## src/rtl/coin_credit_frontend.sv

```systemverilog
// coin_credit_frontend: conditions coin/cancel lines, accumulates credit and drives sig_Coin/sig_Cancel.
// Credit is refunded on cancel, idle timeout or overpay; overflow is rejected, never truncated.
module coin_line_conditioner #(
  parameter int DEBOUNCE_CYCLES = 4
) (
  input  logic clock,
  input  logic reset_n,
  input  logic raw,
  output logic event_pulse
);
  localparam int CW = $clog2(DEBOUNCE_CYCLES + 1);
  logic [1:0] sync;
  logic level, level_q;
  logic [CW-1:0] cnt;
  always_ff @(posedge clock or negedge reset_n)
    if (!reset_n) begin
      sync <= '0;
      level <= 1'b0;
      level_q <= 1'b0;
      cnt <= '0;
    end else begin
      sync <= {sync[0], raw};
      level_q <= level;
      if (sync[1] == level) cnt <= '0;
      else if (cnt == CW'(DEBOUNCE_CYCLES - 1)) begin
        level <= sync[1];
        cnt <= '0;
      end else cnt <= cnt + 1'b1;
    end
  assign event_pulse = level & ~level_q;
endmodule

module coin_credit_frontend #(
  parameter int DEBOUNCE_CYCLES = 4,
  parameter int PRICE = 4,
  parameter int CREDIT_W = 4,
  parameter int IDLE_TIMEOUT = 16
) (
  input  logic                clock,
  input  logic                reset_n,
  input  logic                coin_raw,
  input  logic [1:0]          coin_denom,
  input  logic                cancel_raw,
  input  logic [3:0]          state_in,
  output logic                sig_Coin,
  output logic                sig_Cancel,
  output logic [CREDIT_W-1:0] credit,
  output logic                coin_reject,
  output logic                refund_pulse,
  output logic [CREDIT_W-1:0] refund_amount
);
  localparam int IW = $clog2(IDLE_TIMEOUT + 1);
  typedef enum logic [1:0] {IDLE, ACCUM, VEND, REFUND} state_t;
  state_t state, state_n;
  logic [CREDIT_W-1:0] credit_n, rem;
  logic [CREDIT_W:0] sum;
  logic [IW-1:0] idle, idle_n;
  logic coin_ev, accept;
  coin_line_conditioner #(.DEBOUNCE_CYCLES(DEBOUNCE_CYCLES)) u_coin (
    .clock(clock), .reset_n(reset_n), .raw(coin_raw), .event_pulse(coin_ev));
  coin_line_conditioner #(.DEBOUNCE_CYCLES(DEBOUNCE_CYCLES)) u_cancel (
    .clock(clock), .reset_n(reset_n), .raw(cancel_raw), .event_pulse(sig_Cancel));
  // one extra bit so an overflowing coin is seen before it can wrap
  assign sum = {1'b0, credit} + (CREDIT_W+1)'(coin_denom);
  assign rem = credit - CREDIT_W'(PRICE);
  assign accept = coin_ev && coin_denom != 2'd0 && state_in == 4'd0 &&
                  (state == IDLE || state == ACCUM) &&
                  sum <= (CREDIT_W+1)'(2**CREDIT_W - 1);
  always_comb begin
    state_n = state;
    credit_n = credit;
    idle_n = '0;
    case (state)
      IDLE: if (accept) begin
        credit_n = sum[CREDIT_W-1:0];
        state_n = sum >= (CREDIT_W+1)'(PRICE) ? VEND : ACCUM;
      end
      ACCUM: begin
        credit_n = accept ? sum[CREDIT_W-1:0] : credit;
        idle_n = accept ? '0 : idle + 1'b1;
        state_n = (sig_Cancel || (!accept && idle == IW'(IDLE_TIMEOUT - 1))) ? REFUND :
                  (accept && sum >= (CREDIT_W+1)'(PRICE)) ? VEND : ACCUM;
      end
      VEND: if (state_in != 4'd0) begin
        credit_n = rem;
        state_n = rem != '0 ? REFUND : IDLE;
      end
      REFUND: begin
        credit_n = '0;
        state_n = IDLE;
      end
    endcase
  end
  always_ff @(posedge clock or negedge reset_n)
    if (!reset_n) begin
      state <= IDLE;
      credit <= '0;
      idle <= '0;
      coin_reject <= 1'b0;
    end else begin
      state <= state_n;
      credit <= credit_n;
      idle <= idle_n;
      coin_reject <= coin_ev & ~accept;
    end
  assign sig_Coin = state == VEND;
  assign refund_pulse = state == REFUND;
  assign refund_amount = refund_pulse ? credit : '0;
endmodule
```

## config.mk

```make
export PLATFORM = sky130hd
export DESIGN_NAME = coin_credit_frontend
export DESIGN_NICKNAME = d
export VERILOG_FILES = /design/src/rtl/coin_credit_frontend.sv
export SDC_FILE = /design/constraint.sdc
export NUM_CORES = 1
export LEC_CHECK = 0
export CORE_MARGIN = 3
export CORE_UTILIZATION = 30
export CTS_CLUSTER_DIAMETER = 120
export DETAILED_ROUTE_END_ITERATION = 8
export SLEW_MARGIN = 20
export SYNTH_ARGS = -nofsm -noshare
export SYNTH_HDL_FRONTEND = slang
export SYNTH_SLANG_ARGS = --single-unit
```

## constraint.sdc

```tcl
create_clock -name clock -period 2.6 [get_ports clock]
set_input_delay 0.26 -clock clock [delete_from_list [all_inputs] [get_ports clock]]
set_output_delay 0.26 -clock clock [all_outputs]
set_load 0.02 [all_outputs]
```

; ---- Word-level counts from Yosys, hierarchy flattened
; Index checks and enable logic that the tools add are counted.
[word_totals]
reg_bits = 26
latchBits = 0
ramBits = 0
rom_bits = 0
inputBits = 10
output_inout_bits = 12
word_cells = 74
memories = 0
[classes]
addsub = 5
mul = 0
div = 0
magnitude_cmp = 2
n_eq_ne = 11
n_shift = 0
muxes = 17
bitwise_logic = 8
reduce_logical = 19
[op_table]
columns = cell, n
row1 = two-way mux 2 bit, 6
row2 = two-way mux 3 bit, 4
row3 = two-way mux 4 bit, 3
row4 = case mux 4 bit (3 select lines), 1
row5 = two-way mux 5 bit, 2
row6 = case mux 2 bit (4 select lines), 1
row7 = AND reduction 2 bit, 4
row8 = nonzero test 4 bit, 2
row9 = adder 3 x 1 -> 3 bit (second input constant), 2
row10 = == test 3 x 2 -> 1 bit (second input constant), 2
row11 = logical AND 1 bit, 6
row12 = adder 4 x 2 -> 5 bit, 1
row13 = adder 5 x 1 -> 5 bit (second input constant), 1
row14 = == test 5 x 4 -> 1 bit (second input constant), 1
row15 = >= comparator 5 x 3 -> 1 bit (second input constant), 1
row16 = <= comparator 5 x 4 -> 1 bit (second input constant), 1
row17 = NOT 1 bit, 5
row18 = == test 2 bit (second input constant), 2
row19 = zero test 4 bit, 1
row20 = inequality test 2 x 1 -> 1 bit (second input constant), 2
row21 = subtractor 4 x 3 -> 4 bit (second input constant), 1
row22 = AND 1 bit, 3
row23 = == test 1 bit, 2
row24 = == test 2 x 1 -> 1 bit (second input constant), 1
row25 = other kinds (6), 7

; ---- Longest topological paths before layout
[depth]
word_depth = 11
ltp_mapped = 6
mapped_depth_nobuf = 6

; ---- Cells and area by module
; A second synthesis with hierarchy kept.
[unflattened]
cells_unflattened = 118
hier_area_um2 = 1343.8
[by_module_without_submodules]
columns = mod, instances, cells_per_inst, area_each_um2, seq_area_each_um2
row1 = coin_credit_frontend, 1, 88, 838.3, 300.3
row2 = coin_line_conditioner, 2, 15, 252.7, 175.2

; ---- Least setup slack after synthesis
; No wires, ideal clock.
[synth_timing]
path_kind = flip-flop to flip-flop
startpoint = register credit[0]
endpoint = register credit[0]
setup_ns = 0.125
arrival_time_ns = 2.189
required_time_ns = 2.475
path_slack_ns = 0.286
path_stages_with_launch = 7
n_path_buf = 1
period_less_slack_ns = 2.314
path_cell_list = dfrtp_1 > ha_1 > fa_1 > a2111o_1 > buf_6 > or2_4 > mux2_4
[synth_via]
elab_chain_cells = 5
word_cells_on_any_way = 9
cone_classes = 2 x add/sub / 1 x order compare / 1 x eq/ne / 3 x mux / 2 x reduce/logical
[synth_rtl]
columns = item, line_no
row1 = "start, declared", 47  ; output logic [CREDIT_W-1:0] credit,
row2 = "start signal, assigned", 102  ; credit <= credit_n;
row3 = adder 4 x 2 -> 5 bit, 64  ; assign sum = {1'b0, credit} + (CREDIT_W+1)'(coin_denom);
row4 = <= comparator 5 x 4 -> 1 bit (not written as such), 68  ; sum <= (CREDIT_W+1)'(2**CREDIT_W - 1);
row5 = logical AND 1 bit, 67  ; (state == IDLE || state == ACCUM) &&
row6 = inequality test 2 x 1 -> 1 bit (no line), --
row7 = AND reduction 2 bit (no line), --
; Parallel ways exist; a longest one is shown, timed or not. The select of a mux whose other input is x is not followed.
; A chain may end at the register's enable or synchronous reset.

; ---- Worst setup path in the final report
[layout_timing]
startpoint = register credit[0]
endpoint = register credit[1]
; Same word-level chain as after synthesis.

==> results.json <==
{
  "pwr-share-comb_pct": 36.1,
  "async_flop_share_pct": 100.0,
  "synth_edf_count": 0,
  "root_buffer": "clkbuf_8",
  "holdBufCountCts": 0,
  "r2r-end": "credit[1]",
  "slew_headroom_pct": 75.75,
  "gp_congestion": 0.8492,
  "antenna_found_initial": 0,
  "tightest_slew_ps": 363.8,
  "power.leakage_nw": 0.7152,
  "drt_iter0_markers": 59,
  "cts_tree": "built",
  "die_area_sq_mm": 0.004950,
  "endpoint_kind": "flop",
  "worstRegToRegCells": 5,
  "ff2ff_setup_slack_ps": 380,
  "cts.clk_slew.worst_paths_ps": 90,
  "ctsHtreeMaxLevel": 1,
  "yosysWarningCount": 0,
  "period_needed_ps": 2219,
  "critPathMaxFanout": 5,
  "fin_nets": 153,
  "drt_wl_total_mm": 2.281,
  "cp-start-kind": "flop",
  "synth_nets": 127,
  "numCtsBuffers": 3,
  "die_h_um": 70.36,
  "switching_share_pct": 35.02,
  "detail_route.wl_per_cell_um": 12.60,
  "ys_seq_area_share_pct": 52.37,
  "hold_class": "primary input to asynchronous set/reset pin",
  "core_sq_mm": 0.003826,
  "max-cap-violations": 0,
  "boundaryPins": 22,
  "worst_ep_required_time_ps": 2760,
  "grt.overflow.total": 0,
  "grt_max_degree": 27,
  "fin_skew_ps": 1.289,
  "setup_viol": 0,
  "clk_latency_ps": 260,
  "layout_common_cells": "dfrtp_1 (26), clkdlybuf4s50_1 (21), nor2b_1 (9), nor2_1 (9), ha_1 (8)",
  "drc_errors": 0,
  "r2r_start": "credit[0]",
  "outcome": "finished clean",
  "cts_resized": 0,
  "synthCells": 108,
  "p_switching_mw": 0.4843,
  "dp_hpwl_mm": 1.720,
  "row_count": 22,
  "finalCritPeriodShare_pct": 85.33,
  "finalMaxSlewViolations": 0,
  "initial_core_util_pct": 32.47,
  "vias_per_cell": 4.768,
  "pre_cts_ws_ps": 108.0,
  "syn_area_sq_mm": 0.001242,
  "ant_nets": 0,
  "cts_post_setup_buffers_inserted": 0,
  "rsz0062_at_grt": "false",
  "area_delta_synth_final_pct": 26.18,
  "synth.avg_cell_area_sq_um": 11.50,
  "multiInputGateArea_sq_um": 561.8,
  "gr-usage-all-layers_pct": 9.925,
  "seqPwrFrac_pct": 45.2,
  "vdd_ir_drop_max_uv": 356.4,
  "fin_ws_ps": 381.4,
  "clockPowerShare_pct": 18.7,
  "ys_ff_latch": 26,
  "io_buffers": 21,
  "vias": 863,
  "drive_above_1_share_pct": 10.53,
  "regArea_sq_um": 650.6,
  "cp.arrival_ps": 2380,
  "clockBufferDepth": 2,
  "critPathKind": "flop to flop",
  "finalSetupTns_ps": 0,
  "diodes": 0,
  "hold_violations": 0,
  "cts.sinks": 26,
  "grt_pass1_wl_mm": 3.960,
  "die_w_um": 70.36,
  "grt_pass1_vias": 884,
  "internal_power_mw": 0.8985,
  "yosys_most_used_dff": "dfrtp_1",
  "final_common_cell": "dfrtp_1",
  "max_freq_mhz": 450.7,
  "ys_types": 33,
  "fillers": 369,
  "drtPass1Iterations": 4,
  "power_density_mw_per_mm2": 882.0
}
==> how the worst max path moves through the flow <==
stage | from | to | slack, ps | cells past startpoint
CTS | credit[0] | credit[1] | 390 | 5
detailed placement | coin_denom[0] | credit[1] | 110 | 6
global placement | coin_denom[0] | credit[1] | 150 | 6
global route | credit[0] | credit[1] | 300 | 5
finish | credit[0] | credit[1] | 380 | 5
floorplan | credit[0] | credit[0] | 290 | 6
==> per-layer routing <==
| layer | vias up | track usage, % | part of all wire, % |
|---|---|---|---|
| li1 | 426 | - | - |
| met1 | 416 | 12.61 | 48 |
| met2 | 19 | 16.01 | 47 |
| met3 | 2 | 2.014 | 5.0 |
| met4 | 0 | 4.681 | 0.70 |
| met5 | - | 0 | 0 |
==> Yosys cell counts, types with 2 or more instances <==
library cell  number  share of area (%)
mux2_2             2                1.8
nor2_1             9                2.7
o21ai_0            4                1.6
or3_1              2                1.0
and2_1             2                1.0
dfrtp_1           26                 52
and3_1             5                2.5
nand3b_1           2                1.2
nand3_1            4                1.6
nand2_1            4                1.2
nor2b_1            9                4.5
xnor2_1            3                2.1
nor3b_1            2                1.2
nor3_1             2               0.81
ha_1               8                8.1
inv_1              4                1.2
mux2_4             2                2.4
a22oi_1            3                1.8
==> cell type report <==
cell class                 instances  area share, %
sequential                        26          41.50
multi-input combinational         76          35.83
timing repair buffer              23          14.37
tap                               48          3.831
clock buffer                       4          3.512
inverter                           4         0.9577
==> cells by family after synthesis <==
kind of cell,count (synthesis),synth area share [%]
AO/OA/AOI/OAI,13,7.352
adder cells (fa/ha/maj),9,9.668
AND/OR/NAND/NOR,46,21.15
buffers and inverters,6,2.416
flip-flops,26,52.37
multiplexers,4,4.230
XOR/XNOR,4,2.820
==> through the flow <==
stage          instances  hold slack, ps  total power, mW  utilization (%)  instance area [sq um]
2_1_floorplan        108          -35.59           0.9322                -                   1242
6_report             181           350.5            1.383            40.97                   1568
4_1_cts              181           357.5            1.396            40.97                   1568
3_5_place_dp         177           337.2            1.135            39.54                   1513
5_1_grt              181           363.2            1.485            40.97                   1568
3_3_place_gp         177           336.3            1.122            39.54                   1513
==> registers in the layout (all words and copies together), names as in the netlist <==
register,count
u_coin.sync,2
u_cancel.sync,2
coin_reject,1
u_coin.level_q,1
u_cancel.cnt,3
idle,5
u_cancel.level_q,1
u_coin.level,1
u_cancel.level,1
state,2
u_coin.cnt,3
credit,4
==> worst max-delay path, stage by stage, from the launching register on <==
cell	delay, ps
dfrtp_1	430
ha_1	230
fa_1	430
a2111o_1	460
or2_4	260
mux2_4	290
==> power by group through the flow <==
stage	logic, mW	clock network (mW)	registers, mW
global placement	0.495	0	0.627
global route	0.554	0.279	0.652
finish	0.499	0.258	0.625
CTS	0.504	0.263	0.628
detailed placement	0.498	0	0.636
floorplan	0.297	0	0.635
Note: power is estimated with default switching activity, not from simulation.
